### src/rtl/bit_stream_deserializer.sv
// Packs a serial bit stream LSB-first into WORD_WIDTH-bit words and writes them to a result RAM.
// Optional `DESER_CHECKSUM_EN adds a running XOR checksum of every word written in the message.
module bit_stream_deserializer #(
  parameter int WORD_WIDTH = 32,
  parameter int TOTAL_BITS = 256,
  localparam int NUM_WORDS = (TOTAL_BITS + WORD_WIDTH - 1) / WORD_WIDTH,
  localparam int ADDR_WIDTH = (NUM_WORDS > 1) ? $clog2(NUM_WORDS) : 1
) (
  input  logic                  clk,
  input  logic                  rst,
  input  logic                  start,
  input  logic                  in_valid,
  input  logic                  in_bit,
  output logic                  wr_en,
  output logic [ADDR_WIDTH-1:0] wr_addr,
  output logic [WORD_WIDTH-1:0] wr_data,
`ifdef DESER_CHECKSUM_EN
  output logic [WORD_WIDTH-1:0] checksum,
`endif
  output logic                  busy,
  output logic                  done
);

  localparam int CNT_W = (TOTAL_BITS > 1) ? $clog2(TOTAL_BITS) : 1;
  localparam int IDX_W = $clog2(WORD_WIDTH);
  localparam logic [CNT_W-1:0] LAST_BIT = CNT_W'(TOTAL_BITS - 1);
  localparam logic [IDX_W-1:0] LAST_IDX = IDX_W'(WORD_WIDTH - 1);

  typedef enum logic [1:0] {IDLE, COLLECT, FLUSH, DONE} state_t;

  state_t                state_q;
  logic [CNT_W-1:0]      bitCnt_q;
  logic [IDX_W-1:0]      idx_q;
  logic [WORD_WIDTH-1:0] shift_q;
  logic [ADDR_WIDTH-1:0] addr_q;
  logic                  wrEn_q;
  logic [ADDR_WIDTH-1:0] wrAddr_q;
  logic [WORD_WIDTH-1:0] wrData_q;
  logic                  done_q;
  logic [WORD_WIDTH-1:0] checksum_q;

  logic [WORD_WIDTH-1:0] word_d;
  logic                  lastBit_d;
  logic                  wordFull_d;

  always_comb begin
    word_d     = shift_q | ({{(WORD_WIDTH-1){1'b0}}, in_bit} << idx_q);
    lastBit_d  = (bitCnt_q == LAST_BIT);
    wordFull_d = (idx_q == LAST_IDX);
  end

  // Both final-bit cases schedule their write on the accepting edge; FLUSH is the cycle
  // that write sits on the bus, so done always lands two cycles after the last bit.
  always_ff @(posedge clk) begin
    if (rst) begin
      state_q    <= IDLE;
      bitCnt_q   <= '0;
      idx_q      <= '0;
      shift_q    <= '0;
      addr_q     <= '0;
      wrEn_q     <= 1'b0;
      wrAddr_q   <= '0;
      wrData_q   <= '0;
      done_q     <= 1'b0;
      checksum_q <= '0;
    end else begin
      wrEn_q <= 1'b0;
      done_q <= 1'b0;
      case (state_q)
        IDLE: begin
          if (start) begin
            state_q    <= COLLECT;
            bitCnt_q   <= '0;
            idx_q      <= '0;
            shift_q    <= '0;
            addr_q     <= '0;
            checksum_q <= '0;
          end
        end
        COLLECT: begin
          if (in_valid) begin
            if (lastBit_d || wordFull_d) begin
              wrEn_q     <= 1'b1;
              wrData_q   <= word_d;
              wrAddr_q   <= addr_q;
              shift_q    <= '0;
              idx_q      <= '0;
              checksum_q <= checksum_q ^ word_d;
            end else begin
              shift_q <= word_d;
              idx_q   <= idx_q + 1'b1;
            end
            if (lastBit_d) begin
              state_q <= FLUSH;
            end else begin
              bitCnt_q <= bitCnt_q + 1'b1;
              if (wordFull_d) addr_q <= addr_q + 1'b1;
            end
          end
        end
        FLUSH: begin
          state_q <= DONE;
          done_q  <= 1'b1;
        end
        DONE: begin
          state_q <= IDLE;
        end
        default: begin
          state_q <= IDLE;
        end
      endcase
    end
  end

  assign wr_en   = wrEn_q;
  assign wr_addr = wrAddr_q;
  assign wr_data = wrData_q;
  assign done    = done_q;
  assign busy    = (state_q == COLLECT) || (state_q == FLUSH);

`ifdef DESER_CHECKSUM_EN
  assign checksum = checksum_q;
`else
  logic unusedChecksum;
  assign unusedChecksum = ^checksum_q;
`endif

endmodule
### config.mk
export PLATFORM = sky130hd
export DESIGN_NAME = bit_stream_deserializer
export DESIGN_NICKNAME = d
export VERILOG_FILES = /design/src/rtl/bit_stream_deserializer.sv
export SDC_FILE = /design/constraint.sdc
export NUM_CORES = 1
export LEC_CHECK = 0
export ABC_AREA = 1
export CAP_MARGIN = 20
export CORE_ASPECT_RATIO = 1.2
export CORE_UTILIZATION = 30
export CTS_CLUSTER_DIAMETER = 120
export DETAILED_ROUTE_END_ITERATION = 10
export GPL_TIMING_DRIVEN = 0
export PLACE_DENSITY = 0.54
export SLEW_MARGIN = 25
export SYNTH_ARGS = -nofsm -noshare
export SYNTH_HDL_FRONTEND = slang
export SYNTH_SLANG_ARGS = --single-unit
### constraint.sdc
create_clock -name clk -period 5.3 [get_ports clk]
set_clock_uncertainty 0.1 [all_clocks]
set_input_delay 0.795 -clock clk [delete_from_list [all_inputs] [get_ports clk]]
set_output_delay 0.795 -clock clk [all_outputs]
set_load 0.01 [all_outputs]
Word-level counts from Yosys, hierarchy flattened
Index checks and enable logic that the tools add are counted.
{"block": "op_classes", "n_addsub": 3, "n_mul": 0, "div_mod_pow": 0, "order_cmp": 0, "eq_ne": 10, "n_shift": 1, "mux": 23, "n_bitwise": 3, "reduce_logical": 10}
{"operator": "32-bit 2-to-1 mux", "n": 3}
{"operator": "32-bit case mux with 2 select lines", "n": 1}
{"operator": "32-bit bitwise OR", "n": 1}
{"operator": "1-bit by 5-bit << shifter with 32-bit output", "n": 1}
{"operator": "8-bit 2-to-1 mux", "n": 3}
{"operator": "8-bit case mux with 2 select lines", "n": 1}
{"operator": "5-bit 2-to-1 mux", "n": 3}
{"operator": "3-bit 2-to-1 mux", "n": 4}
{"operator": "2-bit != test, second input constant", "n": 5}
{"operator": "5-bit case mux with 2 select lines", "n": 1}
{"operator": "3-bit AND reduction", "n": 3}
{"operator": "8-bit by 1-bit adder with 8-bit output, second input constant", "n": 1}
{"operator": "8-bit equality test, second input constant", "n": 1}
{"operator": "2-bit case mux with 4 select lines", "n": 1}
{"operator": "2-bit 2-to-1 mux", "n": 3}
{"operator": "3-bit case mux with 2 select lines", "n": 1}
{"operator": "5-bit by 1-bit adder with 5-bit output, second input constant", "n": 1}
{"operator": "5-bit equality test, second input constant", "n": 1}
{"operator": "5-bit AND reduction", "n": 1}
{"operator": "2-bit equality test, second input constant", "n": 2}
{"operator": "4-bit AND reduction", "n": 1}
{"operator": "3-bit by 1-bit adder with 3-bit output, second input constant", "n": 1}
{"operator": "3-bit OR reduction", "n": 1}
{"operator": "2-bit by 1-bit equality test with 1-bit output, second input constant", "n": 1}
{"operator": "5 further kinds", "n": 8}
{"block": "totals", "register_bits": 87, "latch_bits": 0, "mem_bits_rw": 0, "romBits": 0, "input_bits": 5, "word_cells": 59, "memories": 0}

Logic depth before layout (Yosys ltp)
{"block": "depth", "word_depth": 5, "depth_mapped": 11}

Least setup slack after synthesis
OpenSTA, ideal clock, no wires.
{"block": "synth_path", "path_kind": "input-to-reg", "from": "in rst", "to": "reg shift_q[10]", "setup_ns": 0.070, "arrival_ns": 1.623, "setup_slack_ns": 3.508, "path_stages": 6, "cell_sequence": "buf_2 inv_1 buf_2 clkbuf_1 nand2_1 a21oi_1"}
{"element": "start: declaration", "line": "10", "text": "input logic rst,"}
{"element": "end signal: assignment", "line": "90", "text": "shift_q <= word_d;"}
{"element": "end: declaration", "line": "34", "text": "logic [WORD_WIDTH-1:0] shift_q;"}

Worst setup path after layout
{"block": "layout_path", "from": "reg state_q[0]", "to": "out busy"}
{"block": "layout_between", "elab_chain_cells": 2, "elab_cells_between_ends": 3, "classes_between": "eq/ne: 2; reduce/logical: 1"}
{"element": "start: declaration", "line": "31", "text": "state_t state_q;"}
{"element": "start signal: assignment", "line": "56", "text": "state_q <= IDLE;"}
{"element": "start signal: assignment", "line": "72", "text": "state_q <= COLLECT;"}
{"element": "start signal: assignment", "line": "94", "text": "state_q <= FLUSH;"}
{"element": "2-bit by 1-bit equality test with 1-bit output or 2-bit equality test (tied branches)", "line": "119", "text": "assign busy = (state_q == COLLECT) || (state_q == FLUSH);"}
{"element": "1-bit logical OR (*)", "line": "119"}
{"element": "end: declaration", "line": "20", "text": "output logic busy,"}
Every way passes the cells marked *; elsewhere a longest branch is shown, timed or not.

==> flow_metrics.py <==
metrics = {
    "sta": {
        "worstMarginPinSlew_ps": 612.5,
        "relSlewSlack_pct": 58.85,
        "tns_ps": 0,
        "fmax_mhz": 394.8,
        "rsz0062_at_grt": "no",
        "setup_violations": 0,
        "worst_slack_ps": 2767,
        "finalMaxSlewViolations": 0,
        "fin_crit_sh_pct": 47.79,
        "hold_viol_final": 0,
        "fin_hold_ws_ps": 358.7,
        "period_needed_ps": 2533,
    },
    "placement": {
        "io_buffer_count": 41,
        "dp_hpwl_mm": 7.595,
        "dpl_cell_area_sq_um": 4534,
        "place.gp.congestion": 0.8470,
        "pre_cts_ws_ps": 2649,
    },
    "critical_path": {
        "cp_data_required_time_ps": 4410,
        "r2r-end": "wr_data[10]",
        "crit_buf_inv": 2,
        "slowest_stage": "clkdlybuf4s50_1",
        "crit_family": "buffers and inverters",
        "crit_cells": 3,
        "slowest_delay_ps": 530,
        "crit_path_cell_trace": "inv_1 -> ha_1 -> clkdlybuf4s50_1",
        "rr_worst_depth": 11,
        "cp-start-kind": "flop",
        "worstPathMaxFanout": 3,
        "crit_type": "flop to output pin",
        "end_kind": "output pin",
        "critPathArrivalTime_ps": 1640,
        "r2r_slack_ps": 3310,
        "rr_startpoint": "idx_q[1]",
    },
    "hold_path": {
        "min_to": "shift_q[14]",
        "holdPathStages": 2,
        "hold_class": "flop to flop",
        "hold_start": "shift_q[14]",
    },
    "clocking": {
        "post_cts_buffers": 0,
        "cts_tree": "yes",
        "clk_pin_slew_worst_paths_ps": 70,
        "cts-root-buf": "clkbuf_16",
        "cts_hold_buffers": 0,
        "cts_buffers": 9,
        "clock_sinks": 87,
        "max-clock-path-buffers": 2,
        "clk_latency_ps": 350,
        "htreeDepth": 3,
        "cts_resized": 0,
    },
    "synth": {
        "synth_warnings": 0,
        "netlist_area_sq_um": 3919,
        "ys_ff_latch": 87,
        "netlist_instances": 549,
        "synth_nets": 562,
        "ys_types": 29,
        "syn_avg_cell_area_sq_um": 7.138,
        "synth-seq-area-share_pct": 44.44,
    },
    "route": {
        "drtAntennaViolNets": 0,
        "wire_per_inst_microns": 13.31,
        "wl_mm": 10.25,
        "drtPass1Iterations": 4,
        "avgViaCountPerCell": 4.622,
        "first_iter_violations": 192,
        "drc": 0,
        "via_count": 3559,
    },
    "pwr": {
        "ir_drop_uv": 183.6,
        "p_leak_nw": 1.857,
        "powerDensity_nw_per_um2": 394.4,
        "fin_total_pwr_mw": 1.935,
    },
    "job": {
        "maxCapViolCount": 0,
    },
    "finish": {
        "mostFrequentLayoutCells": "153 x nand2_1, 87 x dfxtp_1, 70 x nor2_1",
        "final_nets": 614,
        "layout_commonest_cell": "nand2_1",
        "fin_area_sq_um": 4906,
        "register_area_sq_um": 1742,
        "fillers": 1347,
        "antenna_cells": 0,
        "syn2layout_area_growth_pct": 25.19,
        "drive_gt1_share_pct": 8.581,
        "multi_input_area_sq_um": 1857,
    },
    "floorplan": {
        "fp.dieH_microns": 127.2,
        "die_area_sq_um": 13530,
        "dieWidth_microns": 106.3,
        "start_util_pct": 30.93,
        "io_pins": 43,
        "num_rows": 45,
        "core_sq_um": 12670,
    },
    "grt": {
        "grt_first_pass_wirelength_mm": 16.63,
        "grt_usage_pct": 15.86,
        "grt_pass1_vias": 3409,
        "grt_max_degree": 15,
        "antenna_found_initial": 0,
        "grt-ovfl-total": 0,
    },
    "run_status": {
        "status": "complete, no violations",
    },
}
==> where the power goes <==
| group | internal [mW] | total (mW) | switching [mW] |
|---|---|---|---|
| logic | 0.142 | 0.444 | 0.302 |
| clock network | 0.522 | 0.788 | 0.266 |
| registers | 0.680 | 0.702 | 0.0218 |
==> synthesized netlist by cell type, drive strengths merged <==
master / n / share of area, %
nand3b: 3 / 0.89
nor2: 75 / 7.8
clkbuf: 9 / 0.86
nor3: 5 / 0.77
nand3: 32 / 4.1
o21bai: 20 / 3.8
inv: 42 / 4.0
nand2: 157 / 15
xor2: 2 / 0.45
a21oi: 58 / 7.4
ha: 8 / 2.6
dfxtp: 87 / 44
o21ai: 23 / 2.9
or2: 2 / 0.32
buf: 20 / 3.1
nand4: 5 / 0.96
clkinv: 1 / 0.22
==> routing by layer <==
layer / share of wire [%] / up-vias / track usage [%]
met2: 49 / 47 / 27.77
met4: 2.4 / 0 / 8.007
met3: 2.9 / 14 / 2.143
met5: 0 / - / 0
met1: 45 / 1641 / 18.88
li1: - / 1857 / -
==> stage by stage <==
stage,utilization (%),instances
after floorplan,-,549
after global routing,38.73,770
final,38.73,770
after global placement,35.79,754
after detailed placement,35.79,754
after CTS,38.73,770
==> logic make-up (layout without fill, tap and decap cells) <==
group	count (synthesis)	count (layout)	share of synthesized area, %
buffers and inverters	72	129	8.174
and+or+nand+nor	279	279	30.20
adders and majority gates	8	8	2.554
AOI/OAI and AO/OA	101	101	14.18
DFF	87	87	44.44
xor gates and xnor gates	2	2	0.4471
==> registers in the layout (all words and copies together) (netlist names) <==
name	flops
wr_en	1
state_q	2
wr_addr	3
bitCnt_q	8
idx_q	5
done	1
shift_q	32
addr_q	3
wr_data	32
==> worst reg2reg max path: stages, from the launching register on <==
cell,delay (ps)
dfxtp_1,360
ha_1,210
inv_1,60
nor2_1,40
ha_1,170
inv_1,190
nand2_2,100
nand2_4,150
clkinv_4,140
buf_6,170
o21ai_0,150
nor2_1,60
==> worst max path at each step <==
stage                from  slack, ps     endpoint
6_report       state_q[0]       2770         busy
5_1_grt        state_q[0]       2700         busy
4_1_cts        state_q[0]       2750         busy
3_5_place_dp       in_bit       2650  shift_q[26]
3_3_place_gp       in_bit       2650  shift_q[26]
2_1_floorplan         rst       3510  shift_q[10]
==> layout make-up <==
type / instances / area share (%)
Clock inverter: 5 / 2.627
Sequential cell: 87 / 35.50
Buffer: 29 / 3.137
Multi-Input combinational cell: 390 / 37.85
Timing Repair Buffer: 41 / 8.365
Tap cell: 164 / 4.183
Clock buffer: 11 / 4.948
Inverter: 43 / 3.392
Note: power is estimated with default switching activity, not from simulation.
